**config.mk**
```make
export PLATFORM = sky130hd
export DESIGN_NAME = adc_capture
export DESIGN_NICKNAME = d
export VERILOG_FILES = /design/src/rtl/adc_capture_pkg.sv /design/src/rtl/adc_sample_fifo.sv /design/src/rtl/adc_capture.sv
export SDC_FILE = /design/constraint.sdc
export NUM_CORES = 1
export LEC_CHECK = 0
export CAP_MARGIN = 5
export CORE_ASPECT_RATIO = 0.75
export CORE_MARGIN = 10
export CORE_UTILIZATION = 27
export DETAILED_ROUTE_END_ITERATION = 10
export DONT_BUFFER_PORTS = 1
export PLACE_DENSITY = 0.47
export SYNTH_ARGS = -nofsm -noshare
export SYNTH_HDL_FRONTEND = slang
export SYNTH_SLANG_ARGS = --single-unit
```
**constraint.sdc**
```tcl
create_clock -name sys_clk -period 5.3 [get_ports sys_clk]
set_input_delay 0.265 -clock sys_clk [delete_from_list [all_inputs] [get_ports sys_clk]]
set_output_delay 0.265 -clock sys_clk [all_outputs]
set_load 0.01 [all_outputs]
```
**src/rtl/adc_capture_pkg.sv**
```systemverilog
// adc_capture_pkg: shared types and helpers for the dual-ADC capture block.
//   - state_t      : capture FSM states
//   - DEF_*        : default parameter values for adc_capture
//   - ob_to_tc()   : offset-binary to two's-complement conversion
package adc_capture_pkg;

  localparam int DEF_DATA_W     = 12;
  localparam int DEF_CLK_DIV    = 2;
  localparam int DEF_FIFO_DEPTH = 8;

  typedef enum logic {
    ST_IDLE = 1'b0,
    ST_RUN  = 1'b1
  } state_t;

  // Offset binary -> two's complement is a flip of the sample MSB.
  // Works on a 32-bit container; the caller truncates to its own width.
  function automatic logic [31:0] ob_to_tc(input logic [31:0] raw, input int unsigned width);
    return raw ^ (32'd1 << (width - 1));
  endfunction

endpackage

```
**src/rtl/adc_sample_fifo.sv**
```systemverilog
// adc_sample_fifo: synchronous first-word-fall-through FIFO.
//   clk, rst_n   : clock, async active-low reset (pointers only)
//   push, din    : write strobe/data (taken when not full, or full with a pop)
//   pop          : read strobe (ignored when empty)
//   dout         : head word, forced to 0 while empty
//   full, empty  : occupancy flags
module adc_sample_fifo #(
  parameter int WIDTH = 24,
  parameter int DEPTH = 8
) (
  input  logic             clk,
  input  logic             rst_n,
  input  logic             push,
  input  logic [WIDTH-1:0] din,
  input  logic             pop,
  output logic [WIDTH-1:0] dout,
  output logic             full,
  output logic             empty
);

  localparam int AW = $clog2(DEPTH);

  logic [WIDTH-1:0] mem [DEPTH];
  logic [AW:0]      wr_ptr, rd_ptr;
  logic             wr_en, rd_en;

  assign empty = (wr_ptr == rd_ptr);
  // Extra pointer bit distinguishes full from empty when the indices match.
  assign full  = (wr_ptr[AW] != rd_ptr[AW]) && (wr_ptr[AW-1:0] == rd_ptr[AW-1:0]);
  assign rd_en = pop && !empty;
  assign wr_en = push && (!full || rd_en);

  always_ff @(posedge clk or negedge rst_n) begin
    if (!rst_n) begin
      wr_ptr <= '0;
      rd_ptr <= '0;
    end else begin
      if (wr_en) wr_ptr <= wr_ptr + 1'b1;
      if (rd_en) rd_ptr <= rd_ptr + 1'b1;
    end
  end

  always_ff @(posedge clk) begin
    if (wr_en) mem[wr_ptr[AW-1:0]] <= din;
  end

  // Stale storage is never visible: the head reads as 0 whenever empty.
  assign dout = empty ? '0 : mem[rd_ptr[AW-1:0]];

endmodule

```
**src/rtl/adc_capture.sv**
```systemverilog
// adc_capture: drives two ADC sample clocks, captures both offset-binary
// buses mid-period, converts to two's complement and streams sample pairs
// through a FWFT FIFO.
//   sys_clk, rst_n        : system clock, async active-low reset (sync release)
//   start, stop           : one-cycle capture begin / abort pulses
//   burst_len             : pairs per burst, 0 = continuous
//   ad1_clk, ad2_clk      : ADC sample clocks (sys_clk / (2*CLK_DIV))
//   ad1_data, ad2_data    : ADC output buses (offset binary)
//   m_valid/m_ready       : sample stream handshake
//   m_data1, m_data2      : sample pair, two's complement
//   busy                  : capture in progress
//   overflow, clr_ovf     : sticky drop flag and its clear
module adc_capture import adc_capture_pkg::*; #(
  parameter int DATA_W     = DEF_DATA_W,
  parameter int CLK_DIV    = DEF_CLK_DIV,
  parameter int FIFO_DEPTH = DEF_FIFO_DEPTH
) (
  input  logic              sys_clk,
  input  logic              rst_n,
  input  logic              start,
  input  logic              stop,
  input  logic [15:0]       burst_len,
  output logic              ad1_clk,
  output logic              ad2_clk,
  input  logic [DATA_W-1:0] ad1_data,
  input  logic [DATA_W-1:0] ad2_data,
  output logic              m_valid,
  input  logic              m_ready,
  output logic [DATA_W-1:0] m_data1,
  output logic [DATA_W-1:0] m_data2,
  output logic              busy,
  output logic              overflow,
  input  logic              clr_ovf
);

  localparam int DIV_W = (CLK_DIV > 1) ? $clog2(CLK_DIV) : 1;

  // Reset: asserts asynchronously, releases two sys_clk edges later.
  logic [1:0] rst_pipe;
  logic       rst_i;

  always_ff @(posedge sys_clk or negedge rst_n) begin
    if (!rst_n) rst_pipe <= 2'b00;
    else        rst_pipe <= {rst_pipe[0], 1'b1};
  end
  assign rst_i = rst_pipe[1];

  // ADC clock divider; both ADC clocks share one register.
  logic [DIV_W-1:0] div_cnt;
  logic             ad_clk, div_wrap, sample_stb;

  assign div_wrap = (div_cnt == DIV_W'(CLK_DIV - 1));
  // Sample on the high->low transition: mid-period of the ADC output window.
  assign sample_stb = div_wrap && ad_clk;

  always_ff @(posedge sys_clk or negedge rst_i) begin
    if (!rst_i) begin
      div_cnt <= '0;
      ad_clk  <= 1'b0;
    end else if (div_wrap) begin
      div_cnt <= '0;
      ad_clk  <= ~ad_clk;
    end else begin
      div_cnt <= div_cnt + 1'b1;
    end
  end
  assign ad1_clk = ad_clk;
  assign ad2_clk = ad_clk;

  // Two-stage input registers on both buses.
  logic [DATA_W-1:0] d1_q1, d1_q2, d2_q1, d2_q2;
  logic [DATA_W-1:0] conv1, conv2;

  always_ff @(posedge sys_clk or negedge rst_i) begin
    if (!rst_i) begin
      d1_q1 <= '0; d1_q2 <= '0;
      d2_q1 <= '0; d2_q2 <= '0;
    end else begin
      d1_q1 <= ad1_data; d1_q2 <= d1_q1;
      d2_q1 <= ad2_data; d2_q2 <= d2_q1;
    end
  end
  assign conv1 = DATA_W'(ob_to_tc(32'(d1_q2), DATA_W));
  assign conv2 = DATA_W'(ob_to_tc(32'(d2_q2), DATA_W));

  // Capture FSM.
  state_t      state, state_nxt;
  logic [15:0] len_q, cnt_q;
  logic        busy_i, load, cap, accept, drop, done;
  logic        fifo_full, fifo_empty, pop;

  always_ff @(posedge sys_clk or negedge rst_i) begin
    if (!rst_i) state <= ST_IDLE;
    else        state <= state_nxt;
  end

  always_comb begin
    state_nxt = state;
    case (state)
      ST_IDLE: if (start) state_nxt = ST_RUN;
      ST_RUN:  if (stop || done) state_nxt = ST_IDLE;
      default: state_nxt = ST_IDLE;
    endcase
  end

  // stop masks a coincident strobe; a full FIFO is still writable when a pop
  // frees a slot in the same cycle. Drops still advance the pair count.
  always_comb begin
    busy_i = (state == ST_RUN);
    load   = (state == ST_IDLE) && start;
    cap    = busy_i && sample_stb && !stop;
    accept = cap && (!fifo_full || pop);
    drop   = cap && fifo_full && !pop;
    done   = cap && (len_q != 16'd0) && (cnt_q + 16'd1 == len_q);
  end
  assign busy = busy_i;

  always_ff @(posedge sys_clk or negedge rst_i) begin
    if (!rst_i) begin
      len_q <= '0;
      cnt_q <= '0;
    end else if (load) begin
      len_q <= burst_len;
      cnt_q <= '0;
    end else if (cap) begin
      cnt_q <= cnt_q + 16'd1;
    end
  end

  // The accepted pair is written one cycle after its strobe; strobes are at
  // least two cycles apart, so the slot reserved at the strobe is still free.
  logic                pend;
  logic [2*DATA_W-1:0] pend_data, fifo_dout;

  always_ff @(posedge sys_clk or negedge rst_i) begin
    if (!rst_i) begin
      pend      <= 1'b0;
      pend_data <= '0;
    end else begin
      pend <= accept;
      if (accept) pend_data <= {conv1, conv2};
    end
  end

  always_ff @(posedge sys_clk or negedge rst_i) begin
    if (!rst_i)       overflow <= 1'b0;
    else if (drop)    overflow <= 1'b1;
    else if (clr_ovf) overflow <= 1'b0;
  end

  assign m_valid = !fifo_empty;
  assign pop     = m_valid && m_ready;

  adc_sample_fifo #(
    .WIDTH (2*DATA_W),
    .DEPTH (FIFO_DEPTH)
  ) u_fifo (
    .clk   (sys_clk),
    .rst_n (rst_i),
    .push  (pend),
    .din   (pend_data),
    .pop   (pop),
    .dout  (fifo_dout),
    .full  (fifo_full),
    .empty (fifo_empty)
  );

  assign m_data1 = fifo_dout[2*DATA_W-1:DATA_W];
  assign m_data2 = fifo_dout[DATA_W-1:0];

endmodule

```
==> results of run 1 <==
report_power, final:
part	internal (mW)	switching (mW)	leakage, nW
Sequential	2.91	0.273	3.18
Clock	1.42	0.993	0.564
Combinational	0.661	0.883	1.42
kinds of logic (layout without fill, tap and decap cells):
kind of cell / count (synthesis) / count (layout) / synth area share
and+or+nand+nor: 127 / 127 / 0.05584
muxes: 111 / 111 / 0.1513
adders and majority gates: 3 / 3 / 0.003103
DFF: 311 / 311 / 0.7226
AOI/OAI and AO/OA: 51 / 51 / 0.02565
other: 1 / 1 / 0.0003099
buffers and inverters: 46 / 133 / 0.01799
xor gates and xnor gates: 32 / 32 / 0.02316
metal layers:
layer,routed length [um],vias to the layer above,part of all wire
li1,-,2739,-
met1,12680,3185,0.47
met2,12220,117,0.45
met3,1443,44,0.054
met4,552,0,0.021
met5,0,-,0
cells in the final DEF (no fill, tap or decap), types with 3 or more instances in the layout:
cell type	n
a21oi_1	3
a31oi_1	6
and2_1	3
and3_1	4
buf_4	14
clkbuf_1	10
clkbuf_16	36
clkbuf_8	4
clkinv_1	4
clkinv_2	6
dfrtp_1	116
dlygate4sd3_1	46
edfxtp_1	192
ha_1	3
inv_1	5
mux2_1	4
mux2_2	15
mux2_4	19
mux2i_1	25
mux4_2	48
nand2_1	22
nand2b_1	5
nand3_1	8
nand4_1	12
nor2_1	39
nor3_1	4
nor3_2	4
nor4_1	7
o21ai_0	13
o21ai_1	16
o31ai_1	5
or3_1	3
xnor2_1	21
xor2_1	11
how the worst max path moves through the flow:
stage	startpoint	to	slack [ns]	cells after the start
finish	u_fifo.rd_ptr[0]$_DFFE_PN0P_	m_data2[1]	2.28	4
global route	u_fifo.rd_ptr[0]$_DFFE_PN0P_	m_data1[9]	2.00	4
detailed placement	busy$_DFF_PN0_	pend_data[6]$_DFFE_PN0P_	2.67	5
CTS	u_fifo.rd_ptr[0]$_DFFE_PN0P_	m_data2[1]	2.16	4
floorplan	u_fifo.rd_ptr[1]$_DFFE_PN0P_	u_fifo.mem[0][0]$_DFFE_PP_	1.50	6
global placement	busy$_DFF_PN0_	pend_data[5]$_DFFE_PN0P_	2.73	5
through the flow:
stage	worst slack, ns	cell area, um^2	total power, mW
3_3_place_gp	2.732	12790	4.821
3_5_place_dp	2.669	12790	4.817
5_1_grt	1.997	14400	7.526
2_1_floorplan	1.495	12100	4.274
6_report	2.280	14400	7.142
4_1_cts	2.162	14400	7.294
worst max-delay path: stages (launching register included):
cell	delay, ns
dfrtp_4	0.40
buf_4	0.81
mux4_2	0.68
mux2i_1	0.17
nor2_1	0.13
cell type report:
cell class	count	area share
sequential	311	0.6077
multi-input combinational	325	0.2204
clock buffer	50	0.06898
tap	586	0.05091
timing repair buffer	60	0.03927
clock inverter	16	0.01095
inverter	7	0.001824
sequential cells by signal (all words and copies together) (netlist names):
name           count
ad1_clk            1
busy               1
cnt_q             16
d1_q1             12
d1_q2             12
d2_q1             12
d2_q2             12
div_cnt            1
len_q             16
overflow           1
pend               1
pend_data         24
rst_pipe           2
u_fifo.mem       192
u_fifo.rd_ptr      4
u_fifo.wr_ptr      4
==> impl_metrics.ini, run 1 <==
[yosys]
ys_top_cells_by_count = edfxtp_1, dfrtp_1, mux4_2
synth_cells = 682
netlist.area_leader.share = 0.4765
synth_area_per_cell_um2 = 17.74
ys.flop_type = edfxtp_1
yosysTopAreaCell = edfxtp_1
ys_async_sr_fraction = 0.3826
synth_edf_count = 192
syn_nets = 731
ys_ff_latch = 311
ys_warn_count = 0
syn_area_um2 = 12100
yosys-top-cells-area = edfxtp_1, dfrtp_1, mux4_2
yosysSeqAreaShare = 0.7226
yosysMostFrequentCell = edfxtp_1
ys_types = 51

[finish]
fillCellCount = 4270
layout.area.seq_um2 = 8752
num-nets-final = 790
stdcell_count = 1355
drive_above_1_share = 0.2237
multi_input_area_um2 = 3174
antenna_cells = 0
area_growth_pct = 19.04
utilization = 0.3236

[timing]
setup_violations = 0
tns_ns = 0
rsz0062_at_grt = false
hold_ws_ns = 0.08029
tightestPinTransition_ns = 1.053
skew_ns = 0.01881
period_needed_ns = 3.020
finalHoldViolCount = 0
slew_viol_final = 0
slew_headroom = 0.2980
fin_crit_sh = 0.5699
fmax_mhz = 331.1

[global_route]
antenna_found_initial = 0
use_met3 = 0.02612
grt_pass1_wl_um = 41530
grtUsageMet1 = 0.1410
grt_use_total = 0.1014
grt_max_degree = 66
top_usage_layer = met2
grt_overflow_total = 0
grt_pass1_vias = 6424
use_met2 = 0.1520

[clock_network]
post_cts_buffers = 0
cts_made_buffers = 36
cts_tree = built
hold_buffers = 46
post_cts_resized = 0
path_clk_slew_ns = 0.06
cts-root-buf = clkbuf_16
clock_path_buffers = 3
htree_levels = 2
clk-insertion-delay-late_ns = 0.55
cts.sinks = 311

[min_path]
hold_end = pend_data[23]$_DFFE_PN0P_
worstHoldStart = m_ready
whs_path_depth = 3
hold_path_class = in -> reg

[detailed_routing]
drc_errors = 0
firstDrtPassIters = 4
wl_per_cell_um = 19.85
drt-total-wl_um = 26900
drtIter0Drc = 464
via_per_inst = 4.491
ant_nets = 0
vias = 6085

[setup_path]
required_ns = 5.04
crit_type = reg -> out
cp.arrival_ns = 2.76
r2r_start = u_fifo.rd_ptr[2]$_DFFE_PN0P_
worst_setup_path_start_kind = flip-flop
cp_max_fo = 51
r2r_cells = 7
worstReg2RegEnd = u_fifo.rd_ptr[1]$_DFFE_PN0P_
worst_setup_path_end_kind = output pin
reg2reg_slack_ns = 2.71

[run]
drv_cap = 0

[power]
p_per_area_nw_per_um2 = 495.9
peakVddDrop_mv = 0.2586
power_leakage_nw = 5.158

[die]
num_rows = 67
core_area_um2 = 44510
chipWidth_um = 264.4
fp.dieH_um = 203.3
initial_core_util = 0.2718
die_area_um2 = 53770
ios = 75

[placed_design]
hpwl_um = 16070
gp_congestion = 0.7399
dp_cells = 1243
port_buffers = 0

[run_status]
outcome = completed
Note: power is estimated with default switching activity, not from simulation.
==> run 2, diff against run 1 <==
--- a/config.mk
+++ b/config.mk
@@ -11,7 +11,7 @@
 export CORE_UTILIZATION = 27
 export DETAILED_ROUTE_END_ITERATION = 10
 export DONT_BUFFER_PORTS = 1
-export PLACE_DENSITY = 0.47
+export PLACE_DENSITY = 0.49
 export SYNTH_ARGS = -nofsm -noshare
 export SYNTH_HDL_FRONTEND = slang
 export SYNTH_SLANG_ARGS = --single-unit
==> constraint.sdc (replaced) <==
create_clock -name sys_clk -period 2.75 [get_ports sys_clk]
set_input_delay 0.1375 -clock sys_clk [delete_from_list [all_inputs] [get_ports sys_clk]]
set_output_delay 0.1375 -clock sys_clk [all_outputs]
set_load 0.01 [all_outputs]
==> impl_metrics.ini, run 2 (synthesized netlist as in run 1, its figures left out) <==
[detailed_routing]
wl_per_cell_um = 19.23
drtIter0Drc = 460
via_per_inst = 4.472
drc_errors = 0
drt-total-wl_um = 26150
ant_nets = 0
firstDrtPassIters = 5
vias = 6082

[finish]
utilization = 0.3254
drive_above_1_share = 0.2287
mostFrequentLayoutCells = edfxtp_1, dfrtp_1, mux4_2
num-nets-final = 799
largest_register_ffs = 192
stdcell_count = 1360
fillCellCount = 4246
area_growth_pct = 19.70
final_common_cell = edfxtp_1
antenna_cells = 0
design_area_um2 = 14480

[placed_design]
port_buffers = 0
gp_congestion = 0.7357
placed_cell_area_um2 = 12960
hpwl_um = 16010
dp_cells = 1254

[clock_network]
cts_tree = built
htree_levels = 2
cts.sinks = 311
path_clk_slew_ns = 0.05
post_cts_buffers = 0
cts-root-buf = clkbuf_16
clock_path_buffers = 3
cts_made_buffers = 34
clk-insertion-delay-late_ns = 0.54

[die]
fp.dieH_um = 203.3
num_rows = 67
chipWidth_um = 264.4
initial_core_util = 0.2718
ios = 75
die_area_um2 = 53770
core_area_um2 = 44510

[power]
p_int_mw = 9.323
p_per_area_nw_per_um2 = 925.1
p_clk_frac = 0.318
swShare = 0.3041
p_comb_frac = 0.228
power_mw = 13.40
pwr-share-seq = 0.454
power_leakage_nw = 5.176
peakVddDrop_mv = 0.6766
p_switching_mw = 4.074

[timing]
slew_headroom = 0.3416
finalHoldViolCount = 0
setup_violations = 0
period_needed_ns = 2.540
fin_crit_sh = 0.9235
rsz0062_at_grt = true
slew_viol_final = 0
fmax_mhz = 393.8
skew_ns = 0.02011
tns_ns = 0
tightestPinTransition_ns = 0.9839

[setup_path]
cp.arrival_ns = 2.75
worst_setup_path_start_kind = flip-flop
required_ns = 2.96
crit_path_cell_trace = xnor2_1, nand3_1, or3_4, and2_1, nand2_1, nor3_4, buf_4
crit_type = reg -> reg
critPathLaunch = u_fifo.rd_ptr[0]$_DFFE_PN0P_
cp_max_fo = 14
cp_top_family = simple AND/OR/NAND/NOR gates
worst_setup_path_end_kind = flip-flop
r2r_cells = 7
crit_buf_inv = 1
reg2reg_slack_ns = 0.21
slowest_delay_ns = 0.67
worstReg2RegEnd = u_fifo.mem[4][20]$_DFFE_PP_
crit_slowest_cell = nor3_4
r2r_start = u_fifo.rd_ptr[0]$_DFFE_PN0P_

[min_path]
worstHoldStart = m_ready
whs_path_depth = 5
hold_path_class = in -> reg
hold_end = u_fifo.wr_ptr[1]$_DFFE_PN0P_

[run]
drv_cap = 0

[run_status]
outcome = completed

[global_route]
grt_use_total = 0.09881
grt_overflow_total = 0
grt_pass1_vias = 6475
grt_pass1_wl_um = 40880
antenna_found_initial = 0
grt_max_degree = 52
[run 2: routing by layer]
layer  vias to the layer above  global-route usage  share of wire
met5                         -                   0              0
met1                      3157              0.1407           0.49
li1                       2752                   -              -
met3                        41             0.02612          0.058
met2                       132              0.1443           0.44
met4                         0             0.03093          0.020
[run 2: worst max path at each step]
stage | endpoint | slack [ns] | depth (start not counted)
finish | u_fifo.mem[4][20]$_DFFE_PP_ | 0.21 | 7
global route | u_fifo.mem[4][20]$_DFFE_PP_ | -0.004 | 7
CTS | u_fifo.mem[5][6]$_DFFE_PP_ | 0.06 | 7
detailed placement | u_fifo.mem[5][3]$_DFFE_PP_ | 0.08 | 7
global placement | u_fifo.mem[5][3]$_DFFE_PP_ | 0.11 | 7
floorplan | u_fifo.mem[2][0]$_DFFE_PP_ | -0.45 | 6
[run 2: layout make-up]
type / count / area, um^2 / share of cell area
inverter: 7 / 26.28 / 0.001814
sequential: 311 / 8753 / 0.6044
multi-input combinational: 325 / 3197 / 0.2207
clock inverter: 15 / 135.1 / 0.009331
tap: 586 / 733.2 / 0.05063
timing repair buffer: 71 / 735.7 / 0.05080
clock buffer: 45 / 902.1 / 0.06229
[run 2: power groups by stage]
stage | Clock (mW) | Sequential, mW | Combinational [mW]
after floorplan | 0 | 5.98 | 2.27
after global placement | 0 | 6.17 | 3.10
after detailed placement | 0 | 6.18 | 3.09
after CTS | 4.42 | 6.08 | 3.16
after global routing | 4.63 | 6.15 | 3.37
final | 4.26 | 6.08 | 3.06
[run 2: worst register-to-register path: stages (launching register included)]
cell and delay, ns:
dfrtp_4 0.49, xnor2_1 0.13, nand3_1 0.11, or3_4 0.15
and2_1 0.13, nand2_1 0.17, nor3_4 0.67, buf_4 0.37
[run 2: what timing repair did]
action,4_1_cts,5_1_grt
hold endpoints to repair,48,0
resized for setup,2,3
hold buffers,46,0
setup endpoints to repair,24,17
[run 2: per-stage QoR]
step / setup slack, ns / hold WS, ns
finish: 0.2104 / 0.1151
global route: -0.004095 / 0.1184
CTS: 0.05958 / 0.08993
detailed placement: 0.07825 / -0.1580
global placement: 0.1077 / -0.1580
floorplan: -0.4504 / -0.1581
